### src/rtl/csa_pkg.sv
// Shared types and constants for the carry-save multi-operand accumulator.
package csa_pkg;

  localparam int unsigned DefWidth  = 8;
  localparam int unsigned DefNOps   = 4;
  localparam int unsigned DefAccW   = 16;
  localparam int unsigned DefCntW   = 8;
  localparam bit          DefSigned = 1'b0;

  typedef enum logic [1:0] {
    StIdle,
    StAccum,
    StResolve,
    StOutput
  } state_e;

  // Operands are widened to the accumulator width before reduction.
  function automatic int unsigned ext_width(int unsigned width, int unsigned acc_w);
    return (acc_w > width) ? acc_w : width;
  endfunction

endpackage

### src/rtl/csa_3to2.sv
// One row of full adders: three W-bit vectors in, sum and unshifted carry out.
module csa_3to2 #(
  parameter int unsigned W = 16
) (
  input  logic [W-1:0] a,
  input  logic [W-1:0] b,
  input  logic [W-1:0] c,
  output logic [W-1:0] sum,
  output logic [W-1:0] carry
);

  assign sum   = a ^ b ^ c;
  assign carry = (a & b) | (a & c) | (b & c);

endmodule

### src/rtl/csa_accumulator.sv
// Streaming N-operand accumulator: carry-save running total per beat,
// a single carry-propagate add once the frame's last beat has been taken.
module csa_accumulator
  import csa_pkg::*;
#(
  parameter int unsigned WIDTH  = DefWidth,
  parameter int unsigned N_OPS  = DefNOps,
  parameter int unsigned ACC_W  = DefAccW,
  parameter int unsigned CNT_W  = DefCntW,
  parameter bit          SIGNED = DefSigned
) (
  input  logic                   clk,
  input  logic                   rst_n,
  input  logic                   in_valid,
  output logic                   in_ready,
  input  logic [N_OPS*WIDTH-1:0] in_ops,
  input  logic                   in_last,
  output logic                   out_valid,
  input  logic                   out_ready,
  output logic [ACC_W-1:0]       out_sum,
  output logic [CNT_W-1:0]       out_beats
);

  localparam int unsigned EW = ext_width(WIDTH, ACC_W);

  state_e state_q, state_d;

  logic [ACC_W-1:0] acc_s_q, acc_s_d;
  logic [ACC_W-1:0] acc_c_q, acc_c_d;
  logic [CNT_W-1:0] count_q, count_d;
  logic [ACC_W-1:0] out_sum_q, out_sum_d;
  logic [CNT_W-1:0] out_beats_q, out_beats_d;

  logic accept;
  logic [EW-1:0]    ext_ops [N_OPS];
  logic [ACC_W-1:0] row_s   [N_OPS+1];
  logic [ACC_W-1:0] row_c   [N_OPS+1];
  logic [ACC_W-1:0] raw_c   [N_OPS];

  always_comb begin
    for (int k = 0; k < N_OPS; k++) begin
      if (SIGNED) begin
        ext_ops[k] = EW'($signed(in_ops[k*WIDTH +: WIDTH]));
      end else begin
        ext_ops[k] = EW'(in_ops[k*WIDTH +: WIDTH]);
      end
    end
  end

  // row_c holds carries already shifted into their weight; the top carry falls off (mod 2^ACC_W).
  assign row_s[0] = acc_s_q;
  assign row_c[0] = acc_c_q;

  for (genvar g = 0; g < N_OPS; g++) begin : g_row
    csa_3to2 #(
      .W (ACC_W)
    ) u_row (
      .a     (row_s[g]),
      .b     (row_c[g]),
      .c     (ext_ops[g]),
      .sum   (row_s[g+1]),
      .carry (raw_c[g])
    );
    assign row_c[g+1] = raw_c[g] << 1;
  end

  // State register.
  always_ff @(posedge clk) begin
    if (!rst_n) begin
      state_q <= StIdle;
    end else begin
      state_q <= state_d;
    end
  end

  // Next-state logic.
  always_comb begin
    state_d = state_q;
    unique case (state_q)
      StIdle, StAccum: begin
        if (accept) state_d = in_last ? StResolve : StAccum;
      end
      StResolve: state_d = StOutput;
      StOutput: begin
        if (out_ready) state_d = StIdle;
      end
      default: state_d = StIdle;
    endcase
  end

  // Outputs; in_ready is gated by reset so nothing is offered while it is held.
  always_comb begin
    in_ready  = rst_n && ((state_q == StIdle) || (state_q == StAccum));
    out_valid = (state_q == StOutput);
  end

  assign accept = in_valid && in_ready;

  always_comb begin
    acc_s_d     = acc_s_q;
    acc_c_d     = acc_c_q;
    count_d     = count_q;
    out_sum_d   = out_sum_q;
    out_beats_d = out_beats_q;
    if (accept) begin
      acc_s_d = row_s[N_OPS];
      acc_c_d = row_c[N_OPS];
      if (count_q != {CNT_W{1'b1}}) count_d = count_q + CNT_W'(1);
    end else if (out_valid && out_ready) begin
      acc_s_d = '0;
      acc_c_d = '0;
      count_d = '0;
    end
    if (state_q == StResolve) begin
      out_sum_d   = acc_s_q + acc_c_q;
      out_beats_d = count_q;
    end
  end

  always_ff @(posedge clk) begin
    if (!rst_n) begin
      acc_s_q     <= '0;
      acc_c_q     <= '0;
      count_q     <= '0;
      out_sum_q   <= '0;
      out_beats_q <= '0;
    end else begin
      acc_s_q     <= acc_s_d;
      acc_c_q     <= acc_c_d;
      count_q     <= count_d;
      out_sum_q   <= out_sum_d;
      out_beats_q <= out_beats_d;
    end
  end

  assign out_sum   = out_sum_q;
  assign out_beats = out_beats_q;

endmodule

### config.mk
export PLATFORM = sky130hd
export DESIGN_NAME = csa_accumulator
export DESIGN_NICKNAME = d
export VERILOG_FILES = /design/src/rtl/csa_pkg.sv /design/src/rtl/csa_3to2.sv /design/src/rtl/csa_accumulator.sv
export SDC_FILE = /design/constraint.sdc
export NUM_CORES = 1
export LEC_CHECK = 0
export BUFFER_PORTS_ARGS = -buffer_cell sky130_fd_sc_hd__buf_2
export CAP_MARGIN = 10
export CORE_MARGIN = 2
export CORE_UTILIZATION = 62
export CTS_BUF_LIST = sky130_fd_sc_hd__clkbuf_8 sky130_fd_sc_hd__clkbuf_16
export CTS_CLUSTER_SIZE = 20
export DETAILED_ROUTE_END_ITERATION = 6
export PLACE_DENSITY_LB_ADDON = 0.08
export SLEW_MARGIN = 20
export SYNTH_ARGS = -nofsm -noshare
export SYNTH_HDL_FRONTEND = slang
export SYNTH_SLANG_ARGS = --single-unit
### constraint.sdc
create_clock -name clk -period 8.4 [get_ports clk]
set_clock_uncertainty 0.2 [all_clocks]
set_input_delay 0.42 -clock clk [delete_from_list [all_inputs] [get_ports clk]]
set_output_delay 0.42 -clock clk [all_outputs]
set_load 0.01 [all_outputs]
==> results of run 1 <==
## kinds of logic after synthesis
family	after synthesis	synth area share, %
buffers and inverters	34	3.61
xor gates and xnor gates	22	4.63
DFF	65	31.3
AOI/OAI and AO/OA	91	14.8
adders and majority gates	75	28.8
and+or+nand+nor	126	16.9
## registers in the layout, indices dropped and copies added, names as in the netlist
signal	flops
count_q	8
state_q	2
out_beats	8
out_sum	16
acc_s_q	16
acc_c_q	15
## final timing paths
check,to,slack [ps],cells past startpoint
worst max register to register,acc_s_q[7],5370,8
worst max-delay path,acc_s_q[7],5370,8
worst min-delay path,state_q[1],120,3
worst min register to register,out_sum[13],250,2
## worst register-to-register path, cell delays in order, from the launching register on
cell and delay, ps:
dfxtp_1 360, inv_1 70, fa_1 480, fa_1 520, inv_1 60, fa_1 530
fa_1 430, a22oi_1 200, nor2b_1 70
## per-layer routing
metal | routed length (um) | share of wire, %
met5 | 0 | 0
met3 | 338 | 4.1
met1 | 3640 | 44
met4 | 104 | 1.3
met2 | 4160 | 50
## synthesized netlist by cell type (12+ instances only)
library cell	instances	area, um2
fa_1	35	701
nor2b_1	33	206
clkbuf_1	14	52.6
nor2_1	16	60.1
nand2_1	40	150
a22oi_1	29	218
inv_1	13	48.8
a21oi_1	14	70.1
o21ai_0	12	60.1
dfxtp_1	65	1300
xnor2_1	14	123
ha_1	40	500
## cells in the final DEF, fill, tap and decap left out, types with 2 or more instances in the layout
master	netlist	routed
a22oi_1	29	29
and2_1	6	6
bufinv_16	0	2
o21ai_1	4	4
xnor2_1	14	14
fa_1	35	35
nand2_1	40	40
ha_1	40	40
dfxtp_1	65	65
buf_2	3	62
buf_4	3	3
nor3_1	3	3
a21oi_1	14	14
a211oi_1	2	2
nand3_1	9	9
nor4_2	3	3
clkinvlp_4	0	3
nor4b_2	2	2
xor2_1	8	8
a21boi_0	11	11
inv_1	13	14
a31oi_1	5	5
nor2b_1	33	33
nand4_1	4	4
and3_1	2	2
a21o_1	4	4
clkbuf_8	0	9
o21ai_0	12	12
nor2_1	16	16
## power by group through the flow
stage	sequential (mW)	combinational [mW]	clock [mW]
after CTS	0.353	0.341	0.299
after global routing	0.356	0.389	0.312
after floorplan	0.355	0.253	0
after detailed placement	0.360	0.340	0
after global placement	0.359	0.319	0
final	0.352	0.333	0.294
## cell type report
class / instances / area share, %
Tap cell: 77 / 2.05
Timing Repair Buffer: 65 / 7.07
Sequential cell: 65 / 27.6
Multi-Input combinational cell: 314 / 57.6
Clock buffer: 9 / 2.63
Clock inverter: 7 / 2.02
Inverter: 13 / 1.04
## per-stage QoR
stage | worst slack, ps | util (%) | hold WS (ps)
global route | 5210 | 73.3 | 150
detailed placement | 5210 | 69.9 | 243
finish | 5370 | 73.3 | 123
CTS | 5350 | 73.3 | 121
floorplan | 5440 | - | 257
global placement | 5280 | 69.9 | 238
==> summary.txt, run 1 <==
Detailed routing
  – 1st-pass router iterations: 4
  – Wire per inst: 15.0 um
  – Vias post-DR: 3090
  – Final wirelength: 8240 um
  – Vias per inst: 5.62
  – DRT iter0 DRCs: 117
  – Number of antenna-violating nets in the routed design: 0
  – Residual DRC count: 0

STA
  – RSZ-0062 raised after global routing: no
  – Final setup viols: 0
  – Hold Vio Cnt, Final: 0
  – Post-layout min period: 3030 ps
  – Fin Setup TNS: 0 ps
  – Slew @ Worst Pin: 863 ps
  – Slew margin rel.: 42.5%
  – Final cycle utilization of the critical path: 36.0%
  – Fmax: 330 MHz
  – Max-slew violations: 0

Critical path
  – Slowest CP cell: fa_1
  – CP max stage delay: 530 ps
  – WP buf/inv: 2
  – Crit path top cell by count: fa_1
  – Worst EP arrival: 3050 ps
  – Worst-path fanout max: 3
  – FF-to-FF Start: acc_s_q[7]
  – Setup CP Type: reg -> reg
  – Critical path origin: acc_s_q[7]
  – Crit end category: flop
  – CP Launch Type: flop
  – CP delay by family, top: adder cells
  – Worst path cell trace: inv_1 > fa_1 > fa_1 > inv_1 > fa_1 > fa_1 > a22oi_1 > nor2b_1
  – CP Data Required Time: 8430 ps

Power
  – Power Total: 978 uW
  – Comb pwr share: 34.0%
  – Int Power: 652 uW
  – PwrDens: 208 nW/um2
  – Max IR drop VDD: 148 uV
  – Clock Power Share: 30.0%
  – NetSw: 326 uW
  – Leakage: 2.09 nW
  – Sw frac: 33.3%
  – Sequential share of power: 36.0%

Floorplan
  – # IOs: 63
  – Starting Density: 64.8%
  – Die Height: 86.0 um
  – Die Wd: 86.0 um
  – Site Rows: 29
  – Core area: 6420 um2
  – Die ar.: 7390 um2

Cells and area
  – P&R area growth vs syn: 13.1%
  – Seq. cell area: 1300 um2
  – N_diodes: 0
  – Footprint of the multi-input gates: 2710 um2
  – Share of layout cells above drive strength 1: 19.0%
  – Layout Cells excl Fill: 550
  – Final Net Count: 580
  – Fill cells: 498
  – Finished Cell Area: 4710 um2

Clock tree
  – CTS Hold Buffers Added: 0
  – Later-pin clock latency in the skew report: 340 ps
  – Clk sinks: 65
  – CTS resizes: 0
  – Setup repair bufs after CTS: 0
  – CTS H-tree lvls: 3
  – CTS tree: yes
  – Maximum clock path buffer count: 2
  – CTS buffer count: 9
  – Root Buffer: clkbuf_8
  – Clock transition at the registers of the reported paths: 80 ps

Synth
  – Synth Flop Type: dfxtp_1
  – #FFs+latches synth: 65
  – Async set-reset flop share out of synthesis: 0%
  – Post-synthesis sequential area ratio: 31.3%
  – Avg Inst Size Synth: 10.1 um2
  – Count of different cell masters after synthesis: 46
  – Synth Instances: 413
  – Post-synth net total: 525
  – Number of synthesized flops with an enable pin: 0
  – Yosys warning total: 0
  – Cell Area, Synth: 4160 um2

GRT
  – Largest net degree at the start of global routing: 58
  – Global-route layer with the greatest usage: met2
  – Met2 Use GR: 41.9%
  – First-pass GRT wire length: 14100 um
  – Initial antenna violation count: 0
  – Vias in the first global route: 3082
  – Grt met1 use: 30.5%
  – Met3 usage in global routing: 4.72%
  – Total congestion overflow: 0
  – All-layer global routing usage: 24.0%

Place
  – Placed inst area: 4490 um2
  – GP Congestion: 0.824
  – PortBufs: 62
  – Placed Cells: 534
  – Post-DP HPWL: 6160 um

Job
  – Max Cap Violations: 0

Hold path
  – Hold Crit Class: in -> reg
  – Worst Min Path Start: in_last

Run status
  – Status: finished, final reports clean
(Power assumes the default switching activity.)
==> run 2: changes to the inputs <==
--- a/config.mk
+++ b/config.mk
@@ -5,10 +5,11 @@
 export SDC_FILE = /design/constraint.sdc
 export NUM_CORES = 1
 export LEC_CHECK = 0
+export ABC_AREA = 1
 export BUFFER_PORTS_ARGS = -buffer_cell sky130_fd_sc_hd__buf_2
 export CAP_MARGIN = 10
 export CORE_MARGIN = 2
-export CORE_UTILIZATION = 62
+export CORE_UTILIZATION = 52
 export CTS_BUF_LIST = sky130_fd_sc_hd__clkbuf_8 sky130_fd_sc_hd__clkbuf_16
 export CTS_CLUSTER_SIZE = 20
 export DETAILED_ROUTE_END_ITERATION = 6
==> constraint.sdc (replaced) <==
create_clock -name clk -period 2.65 [get_ports clk]
set_clock_uncertainty 0.2 [all_clocks]
set_input_delay 0.1325 -clock clk [delete_from_list [all_inputs] [get_ports clk]]
set_output_delay 0.1325 -clock clk [all_outputs]
set_load 0.01 [all_outputs]
==> summary.txt, run 2 <==
STA
  – RSZ-0062 raised after global routing: yes
  – Max-slew violations: 0 (unchanged)
  – Fin Hold WS: 28.3 ps (-94.7 ps)
  – Hold Vio Cnt, Final: 0 (unchanged)
  – Fmax: 342 MHz (+3.4%)
  – Slew @ Worst Pin: 570 ps (-293 ps)
  – Setup ws final: -275 ps (-5650 ps)
  – Post-layout min period: 2930 ps (-101 ps)
  – Final cycle utilization of the critical path: 110% (+74 points)
  – Slew margin rel.: 61.7% (+19 points)
  – Final setup viols: 14 (+14)

Cells and area
  – N_diodes: 0 (unchanged)
  – Share of layout cells above drive strength 1: 21.5% (+2.5 points)
  – Final Net Count: 743 (+28%)
  – Finished Cell Area: 5160 um2 (+9.5%)
  – Commonest non-fill, non-tap cell in the layout: nand2_1
  – P&R area growth vs syn: 18.2%
  – Commonest non-fill, non-tap cells in the layout: nand2_1 (143), inv_1 (63), buf_2 (62)
  – Layout Cells excl Fill: 741 (+35%)

Critical path
  – Worst-path fanout max: 2 (-1)
  – CP Data Required Time: 2730 ps (-5700 ps)
  – Slowest CP cell: fa_2
  – Reg2reg path depth: 8 (unchanged)
  – Crit end category: flop
  – CP delay by family, top: adder cells
  – WP buf/inv: 2 (unchanged)
  – FF-to-FF Start: acc_s_q[7]
  – Worst path cell trace: inv_2 > fa_1 > fa_1 > inv_2 > fa_1 > fa_2 > nand2_1 > a21oi_2
  – CP Launch Type: flop
  – R2r endpoint: acc_s_q[7]
  – CP max stage delay: 570 ps (+40 ps)
  – Crit path top cell by count: fa_1
  – R2R setup slack: -280 ps (-5650 ps)
  – Setup CP Type: reg -> reg
  – Worst EP arrival: 3000 ps (-50 ps)

GRT
  – Initial antenna violation count: 0 (unchanged)
  – All-layer global routing usage: 22.3% (-1.7 points)
  – Vias in the first global route: 3769 (+22%)
  – Largest net degree at the start of global routing: 44 (-24%)
  – Total congestion overflow: 0 (unchanged)
  – First-pass GRT wire length: 16300 um (+15%)

Floorplan
  – # IOs: 63 (unchanged)
  – Die ar.: 9140 um2 (+24%)
  – Die Height: 95.6 um (+11%)
  – Core area: 8180 um2 (+27%)
  – Starting Density: 53.4% (-11 points)
  – Site Rows: 33 (+14%)
  – Die Wd: 95.6 um (+11%)

Hold path
  – Worst Min Path Start: in_valid
  – Worst Hold Depth: 4 (+1)
  – Min-Delay Endpoint: acc_s_q[1]
  – Hold Crit Class: in -> reg

Run status
  – Failing checks: setup timing
  – Status: complete, but fails checks

Synth
  – Yosys warning total: 0 (unchanged)
  – Cell Area, Synth: 4360 um2 (+4.8%)
  – Number of synthesized flops with an enable pin: 0 (unchanged)
  – Count of different cell masters after synthesis: 31 (-33%)
  – Post-synth net total: 664 (+26%)
  – Async set-reset flop share out of synthesis: 0% (unchanged)
  – Synth Instances: 552 (+34%)
  – Largest cells by area after synthesis: dfxtp_1 (30%), fa_1 (16%), nand2_1 (12%)
  – Synth area leader: dfxtp_1
  – Synth Flop Type: dfxtp_1
  – Commonest cells post-synth: nand2_1 (143), inv_1 (66), dfxtp_1 (65)
  – Share of the synthesized area in the top cell type: 29.8% (-1.4 points)
  – Avg Inst Size Synth: 7.91 um2 (-22%)
  – Post-synthesis sequential area ratio: 29.8% (-1.4 points)
  – Top-count cell post-synth: nand2_1
  – #FFs+latches synth: 65 (unchanged)

Clock tree
  – Clock transition at the registers of the reported paths: 80 ps (about the same)
  – Root Buffer: clkbuf_8
  – CTS tree: yes
  – CTS H-tree lvls: 3 (unchanged)
  – Maximum clock path buffer count: 2 (unchanged)
  – CTS buffer count: 9 (unchanged)
  – Later-pin clock latency in the skew report: 350 ps (about the same)
  – Clk sinks: 65 (unchanged)

Place
  – PortBufs: 62 (unchanged)
  – Placed inst area: 4870 um2 (+8.4%)
  – GP Congestion: 0.822 (-0.24%)
  – Post-DP HPWL: 7010 um (+14%)
  – Placed Cells: 721 (+35%)
  – Dpl ws: -305 ps (-5510 ps)

Detailed routing
  – Wire per inst: 12.4 um (-17%)
  – Vias post-DR: 3693 (+20%)
  – Number of antenna-violating nets in the routed design: 0 (unchanged)
  – 1st-pass router iterations: 4 (unchanged)
  – Final wirelength: 9220 um (+12%)
  – Vias per inst: 4.98 (-11%)
  – Residual DRC count: 0 (unchanged)
  – DRT iter0 DRCs: 101 (-14%)

Power
  – Int Power: 2.15 mW (+230%)
  – PwrDens: 632 nW/um2 (+200%)
  – Max IR drop VDD: 429 uV (+190%)
  – Power Total: 3.26 mW (+230%)
  – Sequential share of power: 34.4% (-1.6 points)
  – Leakage: 2.61 nW (+25%)
  – NetSw: 1.12 mW (+240%)
  – Sw frac: 34.2% (+0.87 points)
  – Clock Power Share: 30.1% (about the same)
  – Comb pwr share: 35.5% (+1.5 points)

Job
  – Max Cap Violations: 0 (unchanged)
## run 2: cell count changes in the layout (fill, tap and decap cells not counted), sizes merged, moves of 12 or more
cell	delta
nand2	+107
inv	+57
nor2	+35
a21oi	+34
nor2b	-31
a22oi	-29
nand3	+22
buf	+15
a21boi	-12
xnor2	-12
## run 2: worst max path at each step
stage	startpoint	to	slack (ps)	cells past startpoint
after floorplan	acc_s_q[1]	acc_s_q[1]	-240	7
after global placement	acc_s_q[1]	acc_s_q[1]	-270	7
after detailed placement	acc_s_q[1]	acc_s_q[1]	-300	7
after CTS	acc_s_q[7]	acc_s_q[7]	-260	8
after global routing	acc_s_q[7]	acc_s_q[7]	-340	8
final	acc_s_q[7]	acc_s_q[7]	-280	8
## run 2: layout make-up
| type | count | area, um2 |
|---|---|---|
| fill | 770 | 3020 |
| multi-input combinational | 400 | 2720 |
| sequential | 65 | 1310 |
| timing repair buffer | 84 | 498 |
| inverter | 71 | 272 |
| tap | 105 | 131 |
| clock buffer | 9 | 124 |
| clock inverter | 7 | 103 |
## run 2: tightest hold or removal path: cells and delay by family
family                 cells  cell delay [ps]
buffers and inverters      1              120
AND/OR/NAND/NOR            2              250
AO/OA/AOI/OAI              1               40
## run 2: kinds of logic (layout without fill, tap and decap cells)
kind of cell             Yosys count  after routing  share of synthesized area (%)
AO/OA/AOI/OAI                     75             75                           9.00
XOR/XNOR                           7              7                           1.40
adder cells (fa/ha/maj)           75             75                           27.5
buffers and inverters             87            171                           8.72
flip-flops                        65             65                           29.8
AND/OR/NAND/NOR                  243            243                           23.5
## run 2: stage by stage
step           TNS [ps]  util (%)
3_5_place_dp      -2040      59.6
3_3_place_gp      -1500      59.6
6_report          -1760      63.1
2_1_floorplan      -842         -
4_1_cts           -2050      63.0
5_1_grt           -3120      63.1
## run 2: per-layer routing
metal | part of all wire [%] | wire, um | global-route usage, % | up-vias
met5 | 0 | 0 | 0 | -
met4 | 0.75 | 69 | 6.67 | 0
met3 | 3.5 | 320 | 3.32 | 5
met1 | 46 | 4280 | 27.6 | 1739
met2 | 49 | 4550 | 40.0 | 51
li1 | - | - | - | 1898
## run 2: power by group through the flow
stage                     registers, mW  logic, mW  clock network (mW)
after CTS                          1.12       1.17                1.00
after global placement             1.14       1.11                   0
after floorplan                    1.15      0.799                   0
after global routing               1.14       1.37                1.04
after detailed placement           1.14       1.14                   0
final                              1.12       1.16               0.982
## run 2: timing repair
action | 4_1_cts | 5_1_grt
resized for setup | 9 | 3
gates cloned | 0 | 0
hold buffers | 4 | 0
endpoints found under the setup margin | 14 | 14
buffers inserted | 0 | 0
pin swaps | 10 | 1
endpoints found under the hold margin | 4 | 0
==> run 3: changes to the inputs <==
--- a/config.mk
+++ b/config.mk
@@ -9,11 +9,12 @@
 export BUFFER_PORTS_ARGS = -buffer_cell sky130_fd_sc_hd__buf_2
 export CAP_MARGIN = 10
 export CORE_MARGIN = 2
-export CORE_UTILIZATION = 52
+export CORE_UTILIZATION = 58
 export CTS_BUF_LIST = sky130_fd_sc_hd__clkbuf_8 sky130_fd_sc_hd__clkbuf_16
 export CTS_CLUSTER_SIZE = 20
 export DETAILED_ROUTE_END_ITERATION = 6
 export PLACE_DENSITY_LB_ADDON = 0.08
+export SKIP_LAST_GASP = 1
 export SLEW_MARGIN = 20
 export SYNTH_ARGS = -nofsm -noshare
 export SYNTH_HDL_FRONTEND = slang
==> constraint.sdc (replaced) <==
create_clock -name clk -period 3 [get_ports clk]
set_clock_uncertainty 0.2 [all_clocks]
set_input_delay 0.15 -clock clk [delete_from_list [all_inputs] [get_ports clk]]
set_output_delay 0.15 -clock clk [all_outputs]
set_load 0.01 [all_outputs]
==> summary.txt, run 3 (synthesis results as in run 2) <==
GRT
  – Initial antenna violation count: 0 (unchanged)
  – Largest net degree at the start of global routing: 45 (+2.3%)
  – First-pass GRT wire length: 16200 um (-0.30%)
  – Vias in the first global route: 3644 (-3.3%)
  – Total congestion overflow: 0 (unchanged)
  – All-layer global routing usage: 24.1% (+1.8 points)

Power
  – PwrDens: 556 nW/um2 (-12%)
  – NetSw: 941 uW (-16%)
  – Comb pwr share: 34.1% (-1.4 points)
  – Clock Power Share: 29.6% (-0.5 points)
  – Max IR drop VDD: 453 uV (+5.6%)
  – Leakage: 2.53 nW (-3.1%)
  – Sw frac: 34.0% (-0.25 points)
  – Sequential share of power: 36.3% (+1.9 points)
  – Int Power: 1.83 mW (-15%)

Place
  – Placed Cells: 701 (-2.8%)
  – PortBufs: 62 (unchanged)
  – Post-DP HPWL: 6770 um (-3.5%)
  – Placed inst area: 4720 um2 (-3.1%)
  – GP Congestion: 0.862 (+4.9%)

Cells and area
  – Finished Cell Area: 4980 um2 (-3.4%)
  – Layout Cells excl Fill: 719 (-3.0%)
  – Share of layout cells above drive strength 1: 17.7% (-3.8 points)
  – Final Net Count: 727 (-2.2%)
  – N_diodes: 0 (unchanged)
  – P&R area growth vs syn: 14.2%
  – Commonest non-fill, non-tap cells in the layout: nand2_1 (143), inv_1 (66), buf_2 (62)
  – Fill cells: 641 (-17%)
  – Commonest non-fill, non-tap cell in the layout: nand2_1

Detailed routing
  – DRT iter0 DRCs: 168 (+66%)
  – Vias per inst: 5.03 (+0.97%)
  – Wire per inst: 12.4 um (-0.34%)
  – Number of antenna-violating nets in the routed design: 0 (unchanged)
  – Vias post-DR: 3618 (-2.0%)
  – 1st-pass router iterations: 4 (unchanged)
  – Residual DRC count: 0 (unchanged)
  – Final wirelength: 8910 um (-3.3%)

Floorplan
  – Core area: 7250 um2 (-11%)
  – Starting Density: 60.2% (+6.8 points)
  – Die ar.: 8230 um2 (-9.9%)
  – Die Height: 90.7 um (-5.1%)
  – # IOs: 63 (unchanged)
  – Die Wd: 90.7 um (-5.1%)
  – Site Rows: 31 (-6.1%)

Clock tree
  – Clock transition at the registers of the reported paths: 80 ps (about the same)
  – Clk sinks: 65 (unchanged)
  – Root Buffer: clkbuf_8
  – CTS H-tree lvls: 3 (unchanged)
  – Maximum clock path buffer count: 2 (unchanged)
  – CTS tree: yes
  – CTS buffer count: 9 (unchanged)
  – Later-pin clock latency in the skew report: 350 ps (about the same)

Critical path
  – Reg2reg path depth: 7 (-1)
  – CP Launch Type: flop
  – Crit end category: flop
  – Worst-path fanout max: 2 (unchanged)
  – Worst EP arrival: 2990 ps (about the same)
  – CP Data Required Time: 3070 ps (+340 ps)
  – Setup CP Type: reg -> reg

STA
  – Final setup viols: 0 (-14)
  – Post-layout min period: 2920 ps (-7.33 ps)
  – Fmax: 343 MHz (+0.25%)
  – Hold Vio Cnt, Final: 0 (unchanged)
  – Slew margin rel.: 64.8% (+3.0 points)
  – Slew @ Worst Pin: 528 ps (-42.7 ps)
  – Final cycle utilization of the critical path: 97.3% (-13 points)
  – RSZ-0062 raised after global routing: yes
  – Max-slew violations: 0 (unchanged)

Hold path
  – Hold Crit Class: in -> reg
  – Worst Hold Depth: 3 (-1)

Job
  – Max Cap Violations: 0 (unchanged)

Run status
  – Status: finished, final reports clean
[run 3: routing by layer]
metal	global-route usage, %	up-vias	routed length [um]
met2	40.9	72	4350
met1	31.0	1664	4040
li1	-	1868	-
met3	4.01	14	357
met5	0	-	0
met4	8.97	0	167
[run 3: timing repair]
item,in CTS,in global routing
setup buffers,0,0
setup endpoints to repair,1,5
hold endpoints to repair,2,0
hold buffers,2,0
gates resized for setup,6,5
pin swaps,4,6
[run 3: cell type report]
class,instances,area (um2),share of cell area (%)
Clock buffer,9,124,2.49
Inverter,71,272,5.45
Sequential cell,65,1310,26.3
Tap cell,99,124,2.49
Multi-Input combinational cell,400,2700,54.1
Clock inverter,7,95.1,1.91
Timing Repair Buffer,68,360,7.23
[run 3: final timing paths]
path	startpoint	end	slack, ps
worst max-delay path	acc_s_q[1]	acc_s_q[1]	80
worst min-delay path	rst_n	out_beats[5]	20
worst max register to register	acc_s_q[1]	acc_s_q[1]	80
worst min register to register	acc_c_q[15]	acc_c_q[15]	280
[run 3: metrics by stage]
stage / hold WS (ps) / setup WS [ps] / TNS [ps] / power, mW / util (%)
2_1_floorplan: 167 / 63.3 / 0 / 1.71 / -
3_3_place_gp: 258 / 24.1 / 0 / 1.91 / 65.1
3_5_place_dp: 268 / 4.51 / 0 / 1.96 / 65.1
4_1_cts: 11.0 / -12.0 / -12.0 / 2.81 / 68.6
5_1_grt: 25.6 / -27.2 / -27.2 / 3.01 / 68.7
6_report: 22.9 / 82.0 / 0 / 2.77 / 68.7
[run 3: power by group through the flow]
stage,registers (mW),logic (mW),clock network (mW)
finish,1.01,0.944,0.821
floorplan,1.01,0.693,0
global placement,1.02,0.896,0
global route,1.02,1.12,0.875
detailed placement,1.02,0.940,0
CTS,1.00,0.968,0.837
[run 3: critical path: stages, from the launching register on]
cell,delay (ps)
dfxtp_2,330
fa_1,520
fa_1,440
fa_1,520
inv_1,50
fa_1,420
or2_4,260
a21oi_2,110
